--- config.mk ---
export PLATFORM = sky130hd
export DESIGN_NAME = axil_cfg_responder
export DESIGN_NICKNAME = d
export VERILOG_FILES = /design/src/rtl/axil_cfg_responder.sv
export SDC_FILE = /design/constraint.sdc
export NUM_CORES = 1
export LEC_CHECK = 0
export CAP_MARGIN = 20
export CORE_MARGIN = 8
export CORE_UTILIZATION = 55
export CTS_CLUSTER_SIZE = 40
export DETAILED_ROUTE_END_ITERATION = 7
export HOLD_SLACK_MARGIN = 0.06
export PLACE_DENSITY = 0.84
export SYNTH_ARGS = -nofsm -noshare
export SYNTH_HDL_FRONTEND = slang
export SYNTH_SLANG_ARGS = --single-unit
--- constraint.sdc ---
create_clock -name clk -period 4.6 [get_ports clk]
set_clock_uncertainty 0.15 [all_clocks]
set_input_delay 0.92 -clock clk [delete_from_list [all_inputs] [get_ports clk]]
set_output_delay 0.92 -clock clk [all_outputs]
set_load 0.005 [all_outputs]
--- src/rtl/axil_cfg_responder.sv ---
// AXI4-Lite CSR responder: ID, IER, W1C ISR and scratch registers with interrupt output.
// Define AXIL_SLVERR_EN to return SLVERR for out-of-range accesses.
module axil_cfg_responder #(
  parameter int          ADDR_WIDTH = 13,
  parameter int          DATA_WIDTH = 32,
  parameter int          NUM_REGS   = 16,
  parameter int          IRQ_WIDTH  = 8,
  parameter logic [31:0] ID_VALUE   = 32'hCAFE0001
) (
  input  logic                    clk,
  input  logic                    reset,
  input  logic [ADDR_WIDTH-1:0]   awaddr,
  input  logic                    awvalid,
  output logic                    awready,
  input  logic [DATA_WIDTH-1:0]   wdata,
  input  logic [DATA_WIDTH/8-1:0] wstrb,
  input  logic                    wvalid,
  output logic                    wready,
  output logic [1:0]              bresp,
  output logic                    bvalid,
  input  logic                    bready,
  input  logic [ADDR_WIDTH-1:0]   araddr,
  input  logic                    arvalid,
  output logic                    arready,
  output logic [DATA_WIDTH-1:0]   rdata,
  output logic [1:0]              rresp,
  output logic                    rvalid,
  input  logic                    rready,
  input  logic [IRQ_WIDTH-1:0]    irq_evt,
  output logic                    interrupt
);

  localparam int SW = DATA_WIDTH / 8;
  localparam int IW = $clog2(NUM_REGS);
  localparam int WW = ADDR_WIDTH - 2;
  localparam logic [WW-1:0] NREG = WW'(NUM_REGS);
`ifdef AXIL_SLVERR_EN
  localparam logic [1:0] ERR = 2'b10;
`else
  localparam logic [1:0] ERR = 2'b00;
`endif

  logic                  aw_full;
  logic                  w_full;
  logic [WW-1:0]         aw_idx;
  logic [DATA_WIDTH-1:0] w_data;
  logic [SW-1:0]         w_strb;
  logic [IRQ_WIDTH-1:0]  ier;
  logic [IRQ_WIDTH-1:0]  isr;
  logic [DATA_WIDTH-1:0] scratch [NUM_REGS];

  logic                  wfire;
  logic                  w_hit;
  logic [IW-1:0]         wr_sel;
  logic [DATA_WIDTH-1:0] wmask;
  logic [DATA_WIDTH-1:0] wdm;
  logic [IRQ_WIDTH-1:0]  isr_clr;
  logic [WW-1:0]         ar_idx;
  logic [IW-1:0]         ar_sel;
  logic [DATA_WIDTH-1:0] rd_val;
  logic [1:0]            rd_resp;
  logic                  unused_bits;

  assign unused_bits = ^{awaddr[1:0], araddr[1:0]};

  assign awready = !aw_full;
  assign wready  = !w_full;
  assign arready = !rvalid;

  assign wfire  = aw_full && w_full && (!bvalid || bready);
  assign w_hit  = aw_idx < NREG;
  assign wr_sel = aw_idx[IW-1:0];
  assign wdm    = w_data & wmask;

  assign ar_idx = araddr[ADDR_WIDTH-1:2];
  assign ar_sel = ar_idx[IW-1:0];

  // Flop-only source keeps the interrupt free of bus-input paths
  assign interrupt = |(ier & isr);

  always_comb begin
    wmask = '0;
    for (int i = 0; i < SW; i++) begin
      wmask[i*8 +: 8] = {8{w_strb[i]}};
    end
  end

  always_comb begin
    isr_clr = '0;
    if (wfire && w_hit && wr_sel == IW'(2)) begin
      isr_clr = wdm[IRQ_WIDTH-1:0];
    end
  end

  always_comb begin
    rd_val  = '0;
    rd_resp = 2'b00;
    if (ar_idx >= NREG) begin
      rd_resp = ERR;
    end else begin
      unique case (ar_sel)
        IW'(0):  rd_val = DATA_WIDTH'(ID_VALUE);
        IW'(1):  rd_val = DATA_WIDTH'(ier);
        IW'(2):  rd_val = DATA_WIDTH'(isr);
        default: rd_val = scratch[ar_sel];
      endcase
    end
  end

  always_ff @(posedge clk) begin
    if (reset) begin
      aw_full <= 1'b0;
      w_full  <= 1'b0;
      aw_idx  <= '0;
      w_data  <= '0;
      w_strb  <= '0;
      bvalid  <= 1'b0;
      bresp   <= 2'b00;
    end else begin
      if (awvalid && awready) begin
        aw_full <= 1'b1;
        aw_idx  <= awaddr[ADDR_WIDTH-1:2];
      end else if (wfire) begin
        aw_full <= 1'b0;
      end
      if (wvalid && wready) begin
        w_full <= 1'b1;
        w_data <= wdata;
        w_strb <= wstrb;
      end else if (wfire) begin
        w_full <= 1'b0;
      end
      if (wfire) begin
        bvalid <= 1'b1;
        bresp  <= w_hit ? 2'b00 : ERR;
      end else if (bready) begin
        bvalid <= 1'b0;
      end
    end
  end

  always_ff @(posedge clk) begin
    if (reset) begin
      ier <= '0;
      isr <= '0;
      for (int i = 0; i < NUM_REGS; i++) begin
        scratch[i] <= '0;
      end
    end else begin
      if (wfire && w_hit && wr_sel == IW'(1)) begin
        ier <= (ier & ~wmask[IRQ_WIDTH-1:0]) | wdm[IRQ_WIDTH-1:0];
      end
      if (wfire && w_hit && wr_sel >= IW'(3)) begin
        scratch[wr_sel] <= (scratch[wr_sel] & ~wmask) | wdm;
      end
      // New events override a same-edge W1C clear
      isr <= (isr & ~isr_clr) | irq_evt;
    end
  end

  always_ff @(posedge clk) begin
    if (reset) begin
      rvalid <= 1'b0;
      rdata  <= '0;
      rresp  <= 2'b00;
    end else if (arvalid && arready) begin
      rvalid <= 1'b1;
      rdata  <= rd_val;
      rresp  <= rd_resp;
    end else if (rready) begin
      rvalid <= 1'b0;
    end
  end

endmodule
# Yosys cells after proc, flatten, opt, wreduce, memory -nomap -nowiden
# Memory sizes are Yosys's and may differ from the RTL's. A register that Yosys moved wholly into a read port is not among the register bits.
# Index checks and enable logic that the tools add are counted.
# classes
n_mux	20
n_lt_le_gt_ge	3
n_reduce_logical	21
bitwise	11
eq_ne	4
# ops
cell	count
one-hot mux 32 bit (3 select lines)	1
bitwise AND 32 bit	2
2-to-1 mux 32 bit	2
NOT 32 bit	1
OR 32 bit	1
OR reduction 32 bit	1
bitwise AND 8 bit	3
NOT 8 bit	2
OR 8 bit	2
2-to-1 mux 1 bit	13
2-to-1 mux 4 bit	3
greater-or-equal comparator 11 x 5 -> 1 bit (second input constant)	1
less-than comparator 11 x 5 -> 1 bit (second input constant)	1
logical AND 1 bit	9
equality test 4 x 1 -> 1 bit (second input constant)	2
equality test 4 x 2 -> 1 bit (second input constant)	2
2-to-1 mux 8 bit	1
nonzero test 2 bit	4
OR reduction 8 bit	1
greater-or-equal comparator 4 x 2 -> 1 bit (second input constant)	1
zero test 1 bit	4
zero test 4 bit	1
logical OR 1 bit	1
# word_totals
memories	1
wordCells	70
register_bits	99
output_inout_bits	42
ram_bits	512
# mem_list
name	words	width	read_ports	rd_ports_with_merged_regs	write_ports	line_no	source
scratch	16	32	2	1	16	50	logic [DATA_WIDTH-1:0] scratch [NUM_REGS];

# Depth between registers and ports, before layout
# logic_depth
word_depth	10
depth_mapped	10
ltp_nobuf	4

# Worst setup path after synthesis
# Ideal clock, no wire load.
# synth_timing
path_type	input-to-reg
startpoint	input port bready
endpoint	memory scratch[13][0] (enable)
n_path_buf	1
arrival_time_ps	2457
required_ps	4056
stages	5
setup_time_ps	394
setup_slack_ps	1599
path_cell_list	nand2b_1 and4b_1 buf_6 nand4b_1 nand2b_1
# synth_rtl
element	line_no	source
from (decl)	21	input logic bready,
to (decl)	50	

==> qor.yml <==
logic_synthesis:
  synthCells: 2340
  synth_async_sr_flop_share_pct: 0
  yosysWarningCount: 0
  yosysSeqAreaShare_pct: 54.1
  synth_top_area_share_pct: 47.7
  synth_edf_count: 512
  synth_top_family_by_area: "multiplexers"
  synthMuxAreaShare_pct: 19.4
  ys_top_cells_by_area: "edfxtp_1, mux4_2, dfxtp_1"
  yosys.area_share.simple_pct: 11.8
  synth_compound_area_share_pct: 9.24
  synth_xor_area_share_pct: 0.0272
  synth_area_leader_cell: "edfxtp_1"
  ys.flop_type: "edfxtp_1"
  synthDistinctLibCells: 56
  yosys_register_bits: 615
  netlist_area_mm2: 0.0323
  synth_fa_ha_area_share_pct: 0
  synth_most_common_cell: "edfxtp_1"
  netlist_top_cells_count: "edfxtp_1, nor4_1, a21oi_1"
  synth_area_per_cell_um2: 13.8
floorplanning:
  dieArea_mm2: 0.0667
  start_util_pct: 55.8
  dieWidth_um: 258
  core_mm2: 0.0578
  rows: 88
  ioPinCount: 119
  die_h_um: 258
clock_network:
  ctsResizeCount: 0
  cts_tree: "done"
  cts_buffer_depth: 3
  cts-root-buf: "clkbuf_16"
  clock_latency_ns: 0.66
  clk_transition_reported_paths_ns: 0.06
  cts_setup_buffers: 0
  h-tree-depth: 2
  numCtsBuffers: 61
  postCtsHoldBufs: 0
  clkSinkCount: 615
timing:
  hold_viol: 0
  rsz0062_at_grt: "no"
  min_period_ns: 3.56
  fin_crit_sh_pct: 77.3
  tightest_slew_ns: 1.15
  setup_tns_ns: 0
  maxSlewHeadroom_pct: 23.4
  clock.fmax_ghz: 0.281
  slew_violations: 0
  setup_viol: 0
hold_path:
  min_path_cells: 2
  hp-class: "register to register"
  min_to: "w_data[8]"
  min_from: "w_data[8]"
worst_setup_path:
  cp.arrival_ns: 3.77
  critPathMaxFanout: 45
  setup.worst_path.class: "register to register"
  rr_endpoint: "scratch[3][1]"
  r2r_slack_ns: 1.04
  critPathLaunchType: "register"
  cp.required_ns: 4.82
  critPathMaxStageDelay_ns: 0.95
  crit_buf_inv: 0
  critPathTopFamily: "compound AO/OA/AOI/OAI gates"
  end_kind: "register"
  slowest_stage: "a32oi_1"
  cp_cell_sequence: "nor2b_1 -> a22oi_1 -> a32oi_1 -> a21oi_1"
  rr_worst_depth: 4
route:
  drt_iter0_markers: 3263
  viasPerCell: 7.15
  postRouteWirelength_mm: 95.0
  ant_nets: 0
  drc_errors: 0
  drt_first_pass_iters: 6
  vias: 23200
  wire_per_inst_um: 29.4
run:
  drv_cap: 0
power_and_ir_drop:
  power.density_mw_per_mm2: 378
  clockPowerShare_pct: 40.8
  p_total_mw: 13.6
  p_comb_share_pct: 12.0
  p_leak_nw: 11.9
  vdd_drop_max_uv: 347
  internal_power_mw: 10.2
  p_switching_mw: 3.44
  switching_share_pct: 25.2
  power.share.sequential_pct: 47.2
placed_design:
  port_buffers: 110
  dpl.hpwl_mm: 57.2
  gp_congestion: 0.872
global_routing:
  antenna_found_initial: 0
  grt_max_degree: 87
  grt_usage_pct: 27.7
  grt_pass1_vias: 24000
  grt_pass1_wl_mm: 142
  overflow: 0
final_layout:
  insertedDiodeCount: 0
  nNetsFinal: 2497
  drive_above_1_share_pct: 21.2
  area_growth_pct: 11.9
outcome:
  status: "finished, final reports clean"
cells by family after synthesis:
kind of cell           count (synthesis)
AND/OR/NAND/NOR                      646
XOR/XNOR                               1
buffers and inverters                297
multiplexers                         391
other                                  1
flip-flops                           615
AO/OA/AOI/OAI                        389
flip-flops by register name, summed over array words and instances (netlist names), named ones only:
name	cells
aw_full	1
bvalid	1
rdata	32
w_data	32
w_strb	4
isr	8
aw_idx	11
scratch	512
rvalid	1
w_full	1
power by group through the flow:
stage               Clock, mW  Sequential [mW]  Combinational (mW)
finish                   5.56             6.44                1.63
global route             5.77             6.46                1.71
CTS                      5.56             6.43                1.60
detailed placement          0             6.55                1.58
global placement            0             6.52                1.53
floorplan                   0             6.46                1.27
layout by cell type, fill, tap and decap left out, types with 17 or more instances in the layout:
master and n:
mux2_2 31, nor4_1 282, dfxtp_1 99, edfxtp_1 512, a21oi_1 189, nor4_2 32
mux2i_1 179, clkdlybuf4s50_1 106, nor2b_1 57, nand2_1 172, conb_1 100, clkbuf_16 63
inv_1 19, a22oi_2 20, mux4_2 171, a221oi_1 20, a22oi_1 48, a21oi_2 19
buf_4 74, and3_1 17
worst max-delay path by stage:
stage,to,depth (start not counted)
floorplan,scratch[13][0],5
global placement,rdata[30],5
detailed placement,rdata[30],5
CTS,scratch[7][31],5
global route,scratch[4][5],4
finish,scratch[3][1],4
layer usage:
layer | wire (um) | part of all wire, % | track usage, % | vias up
met4 | 5950 | 6.3 | 16.0 | 0
met2 | 44500 | 47 | 44.7 | 1853
met1 | 31700 | 33 | 33.4 | 11300
met3 | 12900 | 14 | 7.37 | 463
met5 | 0 | 0 | 0 | -
li1 | - | - | - | 9548
worst reg2reg max path, delay by kind of cell (launching register included):
family,cells,cell delay [ns]
AOI/OAI and AO/OA,3,1.41
and+or+nand+nor,1,0.83
DFF,1,0.87
cell type report:
class | instances | area (um2)
clock buffer | 67 | 1610
fill | 4074 | 21700
inverter | 19 | 71.3
sequential | 615 | 17400
tap | 765 | 957
clock inverter | 49 | 622
timing repair buffer | 196 | 1910
multi-input combinational | 1527 | 13500
per-stage QoR:
stage	instances	instance area (um2)	utilization (%)	worst slack [ns]	hold slack, ns
2_1_floorplan	2439	32600	-	1.60	0.286
3_3_place_gp	3121	33900	58.6	0.589	0.293
3_5_place_dp	3121	33900	58.6	0.539	0.300
4_1_cts	3237	36100	62.4	1.10	0.309
5_1_grt	3238	36100	62.5	0.918	0.331
6_report	3238	36100	62.5	1.04	0.306
No activity file was read; power rests on OpenSTA's default activity.
